--- src/rtl/write_data.sv ---
// Two-beat memory writer: captures two operands and a base address on start,
// then writes a at base and b at base+1 through a valid/ready write port.
module write_data #(
  parameter int SIZE_DATA = 8,
  parameter int SIZE_ADDR = 8
) (
  input  logic                 i_clk,
  input  logic                 i_rst,
  input  logic                 i_start,
  input  logic [SIZE_DATA-1:0] i_data_a,
  input  logic [SIZE_DATA-1:0] i_data_b,
  input  logic [SIZE_ADDR-1:0] i_base_addr,
  input  logic                 i_wr_ready,
  output logic                 o_wr_en,
  output logic [SIZE_ADDR-1:0] o_addr,
  output logic [SIZE_DATA-1:0] o_data,
  output logic                 o_busy,
  output logic                 o_done,
  output logic [1:0]           dbg_state
);

  typedef enum logic [1:0] {
    IDLE = 2'd0,
    WR_A = 2'd1,
    WR_B = 2'd2,
    DONE = 2'd3
  } state_t;

  state_t               state;
  logic [SIZE_DATA-1:0] data_b_q;
  logic [SIZE_ADDR-1:0] base_q;

  assign dbg_state = state;

  // Handshake: a beat transfers on a rising edge where o_wr_en and i_wr_ready
  // are both high; while ready is low, o_wr_en/o_addr/o_data hold unchanged.
  always_ff @(posedge i_clk) begin
    if (i_rst) begin
      state    <= IDLE;
      data_b_q <= '0;
      base_q   <= '0;
      o_wr_en  <= 1'b0;
      o_addr   <= '0;
      o_data   <= '0;
      o_busy   <= 1'b0;
      o_done   <= 1'b0;
    end else begin
      case (state)
        IDLE: begin
          o_done <= 1'b0;
          if (i_start) begin
            data_b_q <= i_data_b;
            base_q   <= i_base_addr;
            o_wr_en  <= 1'b1;
            o_addr   <= i_base_addr;
            o_data   <= i_data_a;
            o_busy   <= 1'b1;
            state    <= WR_A;
          end
        end
        WR_A: begin
          if (i_wr_ready) begin
            // Unsigned add in SIZE_ADDR bits wraps an all-ones base to zero.
            o_addr <= base_q + SIZE_ADDR'(1);
            o_data <= data_b_q;
            state  <= WR_B;
          end
        end
        WR_B: begin
          if (i_wr_ready) begin
            o_wr_en <= 1'b0;
            o_done  <= 1'b1;
            state   <= DONE;
          end
        end
        DONE: begin
          o_done <= 1'b0;
          o_busy <= 1'b0;
          state  <= IDLE;
        end
        default: begin
          o_wr_en <= 1'b0;
          o_done  <= 1'b0;
          o_busy  <= 1'b0;
          state   <= IDLE;
        end
      endcase
    end
  end

endmodule

--- config.mk ---
export PLATFORM = sky130hd
export DESIGN_NAME = write_data
export DESIGN_NICKNAME = d
export VERILOG_FILES = /design/src/rtl/write_data.sv
export SDC_FILE = /design/constraint.sdc
export NUM_CORES = 1
export LEC_CHECK = 0
export CORE_MARGIN = 2
export CORE_UTILIZATION = 35
export CTS_CLUSTER_SIZE = 25
export DETAILED_ROUTE_END_ITERATION = 6
export HOLD_SLACK_MARGIN = 0.06
export SETUP_SLACK_MARGIN = 0.3
export SYNTH_ARGS = -nofsm -noshare
export SYNTH_HDL_FRONTEND = slang
export SYNTH_SLANG_ARGS = --single-unit
export TNS_END_PERCENT = 20
--- constraint.sdc ---
create_clock -name i_clk -period 1.75 [get_ports i_clk]
set_input_delay 0.175 -clock i_clk [delete_from_list [all_inputs] [get_ports i_clk]]
set_output_delay 0.175 -clock i_clk [all_outputs]
set_load 0.03 [all_outputs]
==> results of run 1 <==
[worst min-delay path, delay by kind of cell]
kind                   cells  cell delay, ns
buffers and inverters      1            0.39
and+or+nand+nor            1            0.06
AOI/OAI and AO/OA          1            0.05
[through the flow]
step | power, mW | worst slack (ns)
2_1_floorplan | 2.88 | 0.236
3_3_place_gp | 3.70 | 0.117
3_5_place_dp | 3.72 | 0.0716
4_1_cts | 4.45 | 0.222
5_1_grt | 4.81 | 0.205
6_report | 4.48 | 0.232
[what timing repair did]
item / 4_1_cts / 5_1_grt
setup endpoints to repair: 40 / 38
pin swaps: 1 / 0
setup buffers: 2 / 0
cloned: 1 / 0
gates resized for setup: 6 / 8
[where the power goes]
| part | switching (mW) | internal, mW |
|---|---|---|
| logic | 1.37 | 1.16 |
| registers | 0.182 | 1.13 |
| clock network | 0.319 | 0.320 |
[cell usage in the layout, fill, tap and decap left out, types with 2 or more instances in the layout]
cell type and count:
a211o_1 2, a211oi_1 11, a21oi_1 20, a21oi_2 3, buf_12 2, buf_4 10, clkbuf_8 6, clkdlybuf4s50_1 45
dfxtp_1 35, dfxtp_4 2, dlygate4sd2_1 2, ha_1 4, ha_4 2, inv_1 4, inv_4 2, mux2i_1 11
nand2_1 41, nand3_1 6, nor2_1 23, nor3_1 4, o21ai_0 2, o41ai_2 2, xor2_1 2
[synthesized netlist by cell type (all sizes together)]
library cell / count
o41ai: 2
and2: 1
dfxtp: 37
nand2: 41
nand2b: 1
o21ai: 4
nand3: 6
nor3: 4
buf: 6
ha: 6
clkbuf: 6
inv: 6
xnor2: 1
nor2: 24
xor2: 2
a22oi: 1
mux2i: 12
nand4: 1
nor3b: 1
o21a: 1
or2: 1
or3: 1
o211ai: 1
nor2b: 1
a211o: 2
a21oi: 23
a211oi: 11
a311o: 1
[flip-flops by register name, summed over array words and instances, names as in the netlist]
register   flops
o_wr_en        1
o_data         8
o_busy         1
base_q         8
data_b_q       8
o_addr         8
o_done         1
dbg_state      2
[worst max path at each step]
stage                 start        end  slack [ns]  cells after the start
5_1_grt        dbg_state[1]  o_addr[7]        0.20                      6
6_report       dbg_state[1]  o_addr[7]        0.23                      6
4_1_cts           o_addr[7]  o_addr[7]        0.22                      1
3_3_place_gp     i_wr_ready  o_addr[7]        0.12                      5
3_5_place_dp     i_wr_ready  o_addr[7]        0.07                      5
2_1_floorplan  dbg_state[1]  o_addr[3]        0.24                      7
[per-layer routing]
| layer | vias to the layer above | track usage |
|---|---|---|
| li1 | 813 | - |
| met1 | 736 | 0.208 |
| met2 | 28 | 0.259 |
| met3 | 5 | 0.0373 |
| met4 | 0 | 0.0494 |
| met5 | - | 0 |
[area by class of cell]
type	instances	area (um^2)
Fill cell	475	2170
Multi-Input combinational cell	150	943
Sequential cell	37	748
Timing Repair Buffer	61	607
Clock buffer	6	82.6
Tap cell	54	67.6
Inverter	6	27.5
Clock inverter	2	13.8
[cell families (layout without fill, tap and decap cells)]
| family | Yosys count | count (layout) | synth area share |
|---|---|---|---|
| AND/OR/NAND/NOR | 82 | 83 | 0.207 |
| adder cells (fa/ha/maj) | 6 | 6 | 0.0449 |
| AO/OA/AOI/OAI | 46 | 46 | 0.173 |
| XOR/XNOR | 3 | 3 | 0.0157 |
| flip-flops | 37 | 37 | 0.443 |
| buffers and inverters | 18 | 75 | 0.0449 |
| multiplexers | 12 | 12 | 0.0719 |
==> run metrics, run 1 <==
hold slack=0.431 ns; Tmin final=1.52 ns; Hold Fails Final Rpt=0; final setup violation count=0; Max clock buf depth=2; Mapped Cells=204; WL final=4010 um; crit path DAT=1.75 ns; P&R area growth vs syn=49.0%; layout cells sized above 1=0.149; Yosys top cell area share=0.443; clk slew on worst S/H paths=0.08 ns; largest net degree at the start of global routing=22; metal3 WL=113 um; CP max-delay cell=dfxtp_4; max_cap viols=0; synthesized area per cell=8.19 um^2; hold path depth=3; Core Area=4660 um^2; crit-path max cell delay=0.37 ns; crit path capture type=register; type of origin of the critical path=register; gpl congestion=0.723; Clock Latency Late Sink=0.29 ns; Power Density=1800 nW/um^2; ANT cells=0; largest vdd supply drop=1200 uV; Lkg Pwr=0.965 nW; Setup TNS Final=0 ns; Top-Level Pins=49; routed via count=1582; Post-Route Skew=0.00980 ns; number of remaining DRC errors=0; Syn Nets=238; initial antenna violation count=0; mapped cell area=1670 um^2; period utilization=0.868; number of global-route vias before repair=1455; CP Class=register to register; nets@finish=295; Max-slew headroom=0.776; H-tree levels=2; YS warnings=0; Remaining Overflow, GRT=0; r2r endpoint=o_addr[7]; Hold-fix buffers, CTS=0; Pins Over Slew Limit=0; clock tree sinks=37; Hold EP=data_b_q[2]; Reg2Reg Depth=6; DR iter-0 viols=32; status=completed; Slew @ Worst Pin=0.335 ns; cts bufs inserted=5; DP Area=2330 um^2; RR Startpoint=dbg_state[1]; Synth area leader=dfxtp_1; Worst Path Required=1.98 ns; routed length per placed instance=12.7 um; CTS tree=yes; Hold Path Origin=i_data_b[2]; highest clock rate=659 MHz; CP bufs+invs=1; final core occ=0.534; die width=73.1 um; Top Family by Delay on Critical Path=compound AO/OA/AOI/OAI gates; full die area=5350 um^2; Rows=25; Reg2Reg Setup Slack=0.23 ns; first-pass GRT wire length=6620 um; initial core utilization=0.359; antenna viol nets, final=0; # placed instances=305; Yosys reg bits=37; Met1 Wirelength=1880 um; Area contributors post-synth=dfxtp_1 44%, nand2_1 9.2%, mux2i_1 7.2%; Layout Cells excl Fill=316; clock root buffer=clkbuf_8; chip height=73.1 um; DR top layer=met4; drt first pass iters=4; Hold Path Class=primary input to register; CP Max Fanout=5; Finished Cell Area=2490 um^2; RSZ-0062 raised after global routing=yes; critical-path cell list=inv_4 -> ha_4 -> mux2i_4 -> or2_4 -> a311o_1 -> a21oi_2; Seq/Total Area, Yosys=0.443; Global Route Usage Sum=0.159; met2 WL=1980 um; synth unique cells=31; port bufs=48; Via density=5.01; Post-DP HPWL=2950 um
Note: power is estimated with default switching activity, not from simulation.
==> run 2, diff against run 1 <==
- CAP_MARGIN: default -> 10
- CTS_CLUSTER_DIAMETER: default -> 120
==> results of run 2 <==
The final DEF is identical to that of run 1; final timing and power are the same.
